$ cat src/rtl/cake_rand_gen_if.sv
// ---------------------------------------------------------------------------
// cake_rand_gen_if
//   Bundles the signals between the cake-placement random generator and its
//   neighbours: the collision logic (eat, cake_x, cake_y) and the cake
//   position register (rand_num, rand_drive). busy is a status output.
//
//   eat         collision logic -> generator, one-cycle "cake eaten" pulse
//   cake_x/y    collision logic -> generator, current cake position (10 bit)
//   rand_num    generator -> position register, x then y (9 bit)
//   rand_drive  generator -> position register, strobe qualifying x
//   busy        generator status, high while a draw/issue is in progress
//
//   master : the generator side
//   slave  : the consumer / driver side (collision logic + position register)
// ---------------------------------------------------------------------------
interface cake_rand_gen_if;
   logic       eat;
   logic [9:0] cake_x;
   logic [9:0] cake_y;
   logic [8:0] rand_num;
   logic       rand_drive;
   logic       busy;

   modport master (
      input  eat, cake_x, cake_y,
      output rand_num, rand_drive, busy
   );

   modport slave (
      output eat, cake_x, cake_y,
      input  rand_num, rand_drive, busy
   );
endinterface

$ cat src/rtl/cake_rand_gen.sv
// ---------------------------------------------------------------------------
// cake_rand_gen
//   On every eat event draws a grid-aligned, in-range (x,y) cake position
//   from a free-running 16-bit Galois LFSR and presents it on rand_num as a
//   two-beat burst: x with a one-cycle rand_drive strobe, then y on the
//   following cycle (y is held afterwards).
//
//   clk    system clock, all logic on the rising edge
//   rst_n  asynchronous active-low reset
//   bus    cake_rand_gen_if.master:
//            eat, cake_x, cake_y  (inputs)
//            rand_num, rand_drive, busy  (registered outputs)
// ---------------------------------------------------------------------------
module cake_rand_gen #(
   parameter logic [15:0] SEED      = 16'hACE1,
   parameter int          GRID      = 16,
   parameter int          X_MIN     = 16,
   parameter int          X_MAX     = 480,
   parameter int          Y_MIN     = 16,
   parameter int          Y_MAX     = 448,
   parameter int          MAX_TRIES = 8
) (
   input  logic             clk,
   input  logic             rst_n,
   cake_rand_gen_if.master  bus
);

   // An all-zero seed would lock the LFSR, so it is swapped for the default.
   localparam logic [15:0] SEED_EFF  = (SEED == 16'h0000) ? 16'hACE1 : SEED;
   localparam logic [15:0] TAPS      = 16'hB400;
   localparam logic [8:0]  GRID_MASK = 9'(GRID - 1);
   localparam logic [8:0]  X_LO      = 9'(X_MIN);
   localparam logic [8:0]  X_HI      = 9'(X_MAX);
   localparam logic [8:0]  Y_LO      = 9'(Y_MIN);
   localparam logic [8:0]  Y_HI      = 9'(Y_MAX);
   localparam int          TRY_W     = (MAX_TRIES > 1) ? $clog2(MAX_TRIES) : 1;
   localparam logic [TRY_W-1:0] LAST_TRY = TRY_W'(MAX_TRIES - 1);

   typedef enum logic [2:0] {
      IDLE,
      DRAW_X,
      DRAW_Y,
      ISSUE_X,
      ISSUE_Y
   } state_t;

   state_t            state_reg, state_next;
   logic [15:0]       lfsr_reg, lfsr_shift;
   logic [8:0]        x_reg, x_next;
   logic [8:0]        y_reg, y_next;
   logic [TRY_W-1:0]  try_cnt_reg, try_next;
   logic              fb_reg, fb_next;
   logic              pending_reg, pending_next;
   logic [8:0]        rand_num_reg, rand_num_next;
   logic              rand_drive_reg, rand_drive_next;
   logic              busy_reg, busy_next;

   logic [8:0]        cand;
   logic              x_ok, y_ok, last_try;
   logic [8:0]        y_pick;
   logic              fb_pick, y_done;

   // Bit 9 of the cake coordinates lies outside the 9-bit placement space.
   logic              unused_bits;
   assign unused_bits = ^{bus.cake_x[9], bus.cake_y[9]};

   // Right-shifting Galois LFSR: shift down, XOR taps in when bit 0 falls out.
   generate
      for (genvar gi = 0; gi < 16; gi++) begin : g_lfsr
         if (gi == 15) begin : g_top
            assign lfsr_shift[gi] = TAPS[gi] & lfsr_reg[0];
         end else begin : g_mid
            assign lfsr_shift[gi] = lfsr_reg[gi+1] ^ (TAPS[gi] & lfsr_reg[0]);
         end
      end
   endgenerate

   assign cand     = lfsr_reg[8:0] & ~GRID_MASK;
   assign x_ok     = (cand >= X_LO) && (cand <= X_HI);
   assign y_ok     = (cand >= Y_LO) && (cand <= Y_HI);
   assign last_try = (try_cnt_reg == LAST_TRY);

   always_comb begin
      state_next   = state_reg;
      x_next       = x_reg;
      y_next       = y_reg;
      try_next     = try_cnt_reg;
      fb_next      = fb_reg;
      // Any eat arriving outside IDLE is remembered; repeats merge.
      pending_next = pending_reg | bus.eat;
      y_pick       = cand;
      fb_pick      = fb_reg;
      y_done       = 1'b0;

      case (state_reg)
         IDLE: begin
            if (bus.eat || pending_reg) begin
               state_next   = DRAW_X;
               pending_next = 1'b0;
               try_next     = '0;
               fb_next      = 1'b0;
            end
         end
         DRAW_X: begin
            if (x_ok) begin
               x_next     = cand;
               try_next   = '0;
               state_next = DRAW_Y;
            end else if (last_try) begin
               x_next     = X_LO;
               fb_next    = 1'b1;
               try_next   = '0;
               state_next = DRAW_Y;
            end else begin
               try_next   = try_cnt_reg + 1'b1;
            end
         end
         DRAW_Y: begin
            if (y_ok) begin
               y_done = 1'b1;
            end else if (last_try) begin
               y_pick  = Y_LO;
               fb_pick = 1'b1;
               y_done  = 1'b1;
            end else begin
               try_next = try_cnt_reg + 1'b1;
            end
            if (y_done) begin
               y_next   = y_pick;
               fb_next  = fb_pick;
               try_next = '0;
               // A pair equal to the current cake is redrawn, unless a
               // fallback was used (redrawing could then loop forever).
               if (!fb_pick && (x_reg == bus.cake_x[8:0]) &&
                   (y_pick == bus.cake_y[8:0])) begin
                  state_next = DRAW_X;
               end else begin
                  state_next = ISSUE_X;
               end
            end
         end
         ISSUE_X: state_next = ISSUE_Y;
         ISSUE_Y: state_next = IDLE;
         default: state_next = IDLE;
      endcase

      // Outputs are registered from the next state so they line up with it.
      rand_drive_next = (state_next == ISSUE_X);
      rand_num_next   = rand_num_reg;
      if (state_next == ISSUE_X) begin
         rand_num_next = x_next;
      end else if (state_next == ISSUE_Y) begin
         rand_num_next = y_next;
      end
      busy_next = (state_next != IDLE);
   end

   always_ff @(posedge clk or negedge rst_n) begin
      if (!rst_n) begin
         state_reg      <= IDLE;
         lfsr_reg       <= SEED_EFF;
         x_reg          <= '0;
         y_reg          <= '0;
         try_cnt_reg    <= '0;
         fb_reg         <= 1'b0;
         pending_reg    <= 1'b0;
         rand_num_reg   <= '0;
         rand_drive_reg <= 1'b0;
         busy_reg       <= 1'b0;
      end else begin
         state_reg      <= state_next;
         lfsr_reg       <= lfsr_shift;
         x_reg          <= x_next;
         y_reg          <= y_next;
         try_cnt_reg    <= try_next;
         fb_reg         <= fb_next;
         pending_reg    <= pending_next;
         rand_num_reg   <= rand_num_next;
         rand_drive_reg <= rand_drive_next;
         busy_reg       <= busy_next;
      end
   end

   assign bus.rand_num   = rand_num_reg;
   assign bus.rand_drive = rand_drive_reg;
   assign bus.busy       = busy_reg;

endmodule

$ cat src/flat_wrapper.sv
// flat-port wrapper written by rule: the top's interface ports become plain ports
module cake_rand_gen_flat 
#(
   parameter logic [15:0] SEED      = 16'hACE1,
   parameter int          GRID      = 16,
   parameter int          X_MIN     = 16,
   parameter int          X_MAX     = 480,
   parameter int          Y_MIN     = 16,
   parameter int          Y_MAX     = 448,
   parameter int          MAX_TRIES = 8
)
  (clk, rst_n, bus_eat, bus_cake_x, bus_cake_y, bus_rand_num, bus_rand_drive, bus_busy);
  cake_rand_gen_if bus_i ();
  input  logic clk;
  input  logic rst_n;
  input wire logic [$bits(bus_i.eat)-1:0] bus_eat;
  input wire logic [$bits(bus_i.cake_x)-1:0] bus_cake_x;
  input wire logic [$bits(bus_i.cake_y)-1:0] bus_cake_y;
  output wire logic [$bits(bus_i.rand_num)-1:0] bus_rand_num;
  output wire logic [$bits(bus_i.rand_drive)-1:0] bus_rand_drive;
  output wire logic [$bits(bus_i.busy)-1:0] bus_busy;
  assign bus_i.eat = bus_eat;
  assign bus_i.cake_x = bus_cake_x;
  assign bus_i.cake_y = bus_cake_y;
  assign bus_rand_num = bus_i.rand_num;
  assign bus_rand_drive = bus_i.rand_drive;
  assign bus_busy = bus_i.busy;
  cake_rand_gen #(.SEED(SEED), .GRID(GRID), .X_MIN(X_MIN), .X_MAX(X_MAX), .Y_MIN(Y_MIN), .Y_MAX(Y_MAX), .MAX_TRIES(MAX_TRIES)) u_core (.clk(clk), .rst_n(rst_n), .bus(bus_i));
endmodule
$ cat config.mk
export PLATFORM = sky130hd
export DESIGN_NAME = cake_rand_gen_flat
export DESIGN_NICKNAME = d
export VERILOG_FILES = /design/src/rtl/cake_rand_gen_if.sv /design/src/rtl/cake_rand_gen.sv /design/src/flat_wrapper.sv
export SDC_FILE = /design/constraint.sdc
export NUM_CORES = 1
export LEC_CHECK = 0
export BUFFER_PORTS_ARGS = -buffer_cell sky130_fd_sc_hd__buf_2
export CAP_MARGIN = 40
export CORE_MARGIN = 1
export CORE_UTILIZATION = 59
export CTS_BUF_LIST = sky130_fd_sc_hd__clkbuf_4
export CTS_CLUSTER_DIAMETER = 30
export DETAILED_ROUTE_END_ITERATION = 10
export PLACE_DENSITY = 0.81
export SETUP_SLACK_MARGIN = 0.15
export SLEW_MARGIN = 5
export SYNTH_ARGS = -nofsm -noshare
export SYNTH_HDL_FRONTEND = slang
export SYNTH_SLANG_ARGS = --single-unit
$ cat constraint.sdc
create_clock -name clk -period 2.2 [get_ports clk]
set_input_delay 0.22 -clock clk [delete_from_list [all_inputs] [get_ports clk]]
set_output_delay 0.22 -clock clk [all_outputs]
set_load 0.1 [all_outputs]
# Yosys cells after proc, flatten, opt, wreduce, memory -nomap -nowiden
# Cells that the tools add are included.
# op_classes
addsub	1
magnitude_cmp	3
eq_ne	13
mux	35
bitwise	4
reduce_logical	12
# ops
operator	n
9-bit two-way mux	10
3-bit two-way mux	10
9-bit equality test	2
9-bit less-or-equal comparator, second input constant	2
3-bit case mux with 4 select lines	1
1-bit two-way mux	11
3-bit by 2-bit equality test with 1-bit output, second input constant	3
9-bit by 5-bit >= comparator with 1-bit output, second input constant	1
3-bit case mux with 3 select lines	1
4-bit AND reduction	2
3-bit equality test, second input constant	2
3-bit != test, second input constant	2
3-bit nonzero test	2
1-bit logical AND	4
2-bit by 1-bit != test with 1-bit output, second input constant	2
3-bit by 1-bit adder with 3-bit output, second input constant	1
3-bit by 1-bit equality test with 1-bit output, second input constant	1
3-bit zero test	1
1-bit case mux with 3 select lines	1
1-bit bitwise XOR	3
2-bit two-way mux	1
2-bit != test, second input constant	1
2-bit nonzero test	1
1-bit zero test	1
2 further kinds	2
# word_totals
reg_bits	53
inputBits	23
out_inout_bits	11
elab_cells	78

# Logic depth before layout (Yosys ltp)
# depth
depth_word	13
ltp_mapped	9
ltp_nobuf	8

# Worst setup path after synthesis
# No wires, ideal clock.
# synth_path
path_kind	flip-flop to flip-flop
startpoint	register u_core.try_cnt_reg[0]
endpoint	register u_core.rand_num_reg[2], in the netlist u_core.bus.rand_num[2]
setup_ns	0.126
arrival_ns	1.914
required_time_ns	2.074
setup_slack_ns	0.160
stages_incl_launch_ff	9
n_path_buf	0
synth_period_minus_slack_ns	2.040
cell_sequence	dfrtp_1 ha_1 ha_1 o21ai_0 or2_1 o2111ai_1 a21oi_4 a21o_4 a221o_1
# synth_via
elab_chain_len	12
elab_cells_between_ends	29
cone_classes	eq/ne (4); mux (21); reduce/logical (4)
# synth_lines
item	line	source
start, declared	cake_rand_gen.sv:51	logic [TRY_W-1:0] try_cnt_reg, try_next;
start signal, assigned	cake_rand_gen.sv:175	try_cnt_reg <= try_next;
3-bit equality test (*)	cake_rand_gen.sv:81	assign last_try = (try_cnt_reg == LAST_TRY);
parallel branches: the longest is 11 deep, another holds 9-bit two-way mux	n/a	
end signal, assigned	cake_rand_gen.sv:178	rand_num_reg <= rand_num_next;
end, declared	cake_rand_gen.sv:54	logic [8:0] rand_num_reg, rand_num_next;
# Mark *: on every way between the ends. The select of a mux whose other input is x is not followed.
# A chain may end at the register's enable or synchronous reset.

# Worst setup path in the final report
# layout_path
startpoint	register u_core.lfsr_reg[7]
endpoint	register u_core.rand_num_reg[2], in the netlist u_core.bus.rand_num[2]
# layout_via
elab_chain_len	12
elab_cells_between_ends	29
cone_classes	order compare (3); eq/ne (3); mux (17); reduce/logical (6)
# layout_lines
item	line	source
start, declared	cake_rand_gen.sv:48	logic [15:0] lfsr_reg, lfsr_shift;
start signal, assigned	cake_rand_gen.sv:172	lfsr_reg <= lfsr_shift;
parallel branches: the longest is 12 deep, another holds 9-bit by 5-bit >= comparator with 1-bit output	n/a	
# Several ways; the timed one is not identified. The select of a mux whose other input is x is not followed.

==> flow_metrics.tcl <==
set metrics [dict create \
    clock_latency_ns 0.38 \
    outcome "completed" \
    drive_above_1_share_pct 41.5 \
    max_cap_violations 0 \
    cts_num_sinks 53 \
    skew_ns 0.0156 \
    worstHoldStart "bus_eat" \
    gp_congestion 0.935 \
    tns_ns 0 \
    hold_slack_ns 0.121 \
    finalCriticalPeriod_ns 2.03 \
    powerDensity_nw_per_um2 811 \
    root_buffer "clkbuf_4" \
    vias 1847 \
    clkTransAtPathRegs_ns 0.14 \
    min_path_type "in2reg" \
    critical-path-max-stage-delay_ns 0.43 \
    htree_levels 2 \
    rrSetupSlack_ns 0.17 \
    antenna_cells 0 \
    synth_flop_cell "dfrtp_1" \
    setup_slack_ns 0.173 \
    slew_headroom_pct 52.1 \
    avgSynthCellArea_um2 11.7 \
    drt_pass1_iterations 4 \
    top_level_ports 34 \
    io_buffers 31 \
    setup_viol 0 \
    netlist_area_um2 2480 \
    rows 23 \
    drt-total-wl_mm 5.66 \
    crit_arrival_ns 2.35 \
    cts_buffer_depth 2 \
    yosysWarnings 0 \
    grt_pass1_vias 1659 \
    grt_util_all_layers_pct 25.8 \
    wl_per_cell_um 17.7 \
    timing.rr.start "u_core.lfsr_reg[7]" \
    place_hpwl_mm 3.56 \
    syn_nets 236 \
    slew_viol_final 0 \
    mostFrequentLayoutCells "44 x dfrtp_1, 31 x buf_2, 25 x buf_4" \
    timing.critical_path.from "u_core.lfsr_reg[7]" \
    ir_drop_uv 508 \
    rsz0062_at_grt "true" \
    synth_cell_types 52 \
    ys_async_sr_fraction_pct 100 \
    antenna_found_initial 0 \
    worstSetupEndpointType "flop" \
    postSynthCellCount 211 \
    die_h_um 66.8 \
    required_ns 2.53 \
    dr.first_iter.drc_count 103 \
    start_util_pct 61.5 \
    largest_register_ff_count 16 \
    drcViolationCount 0 \
    p_leak_nw 1.54 \
    grt-ovfl-total 0 \
    startpoint_type "flop" \
    grt_pass1_wl_mm 8.19 \
    stdcell_count 320 \
    grt_max_degree 21 \
    vias_per_cell 5.77 \
    ys_seq_area_share_pct 53.9 \
    synth_edf_count 0 \
    fmax_mhz 493 \
    hold_viol 0 \
    dieArea_um2 4460 \
    ys_seq_elements 53 \
    crit_path_max_fanout 9 \
    die_w_um 66.8 \
    period_share_pct 92.1 \
    crit_type "reg2reg" \
    final_common_cell "dfrtp_1" \
    place_ws_ns 0.0730 \
    placed_cells 293 \
    fp.coreArea_um2 4030 \
    max_slew.worst_pin.slew_ns 0.709 \
    numCtsBuffers 5 \
    drtAntennaViolNets 0 \
    final_nets 294 \
    syn2layout_area_growth_pct 23.8 \
    path_cells "buf_4 -> or3_4 -> o22a_4 -> o21ai_4 -> buf_12 -> nand3_1 -> a21oi_1 -> a221o_1" \
    tritoncts "done" \
    cp_slowest_cell "dfstp_2" \
]
final cells by class:
type	instances	area (um2)
repair buffers	62	437
clock inverters	2	33.8
inverters	8	30.0
clock buffers	6	45.0
flip-flops and latches	53	1340
multi-input cells	139	1120
well taps	50	62.6
fillers	261	961
critical path: cells and delay by family, from the launching register on:
family | cells | cell delay, ns
buffers and inverters | 2 | 0.31
AO/OA/AOI/OAI | 4 | 0.78
flip-flops | 1 | 0.43
AND/OR/NAND/NOR | 2 | 0.47
where the power goes:
group | internal (mW) | switching [mW] | total, mW
clock network | 0.249 | 0.293 | 0.542
logic | 0.267 | 0.511 | 0.778
registers | 1.08 | 0.0892 | 1.17
synth_stat cells (2+ instances only):
library cell,count,area share (%)
nand3_2,2,0.81
a21oi_1,7,1.4
or2_1,3,0.76
o31ai_1,2,0.61
nand3_1,6,1.2
ha_1,2,1.0
dfrtp_1,45,45
and2_1,10,2.5
a211oi_1,9,2.7
inv_1,8,1.2
nor3_1,2,0.40
xnor2_1,2,0.71
mux2i_1,8,3.2
nor2_1,9,1.4
nor4_1,3,0.76
clkbuf_1,3,0.45
a21oi_2,8,2.8
dfstp_2,8,8.5
a22o_1,6,2.1
buf_4,2,0.61
nand2b_1,3,0.76
o21ai_0,6,1.2
xor2_1,12,4.2
nand2_1,13,2.0
buf_6,5,2.3
logic make-up after synthesis:
family / synth area share (%)
muxes: 4.60
buffers and inverters: 4.75
xor gates and xnor gates: 4.95
and+or+nand+nor: 13.1
AOI/OAI and AO/OA: 17.7
DFF: 53.9
adders and majority gates: 1.01
layer usage:
layer / GRT usage, % / routed length (um)
met5: 0 / 0
met2: 39.6 / 2790
met3: 5.65 / 187
met1: 36.0 / 2530
met4: 9.04 / 149
worst paths after layout:
path / to / depth (start not counted)
setup / recovery: u_core.bus.rand_num[2] / 8
hold / removal: u_core.pending_reg / 3
setup reg to reg: u_core.bus.rand_num[2] / 8
hold reg to reg: u_core.lfsr_reg[2] / 0
max in group asynchronous: u_core.lfsr_reg[11] / 3
min in group asynchronous: u_core.pending_reg / 2
stage by stage:
step | area (um2) | utilization [%] | total power [mW]
2_1_floorplan | 2480 | - | 1.70
3_3_place_gp | 2710 | 67.3 | 1.85
5_1_grt | 3070 | 76.1 | 2.59
6_report | 3070 | 76.1 | 2.49
4_1_cts | 2880 | 71.4 | 2.41
3_5_place_dp | 2710 | 67.3 | 1.88
repair_timing:
action,in CTS,in global routing
hold buffers,1,0
pin swaps,1,7
gates resized for setup,4,17
setup endpoints to repair,3,10
hold endpoints to repair,14,0
setup buffers,4,14
Note: power is estimated with default switching activity, not from simulation.
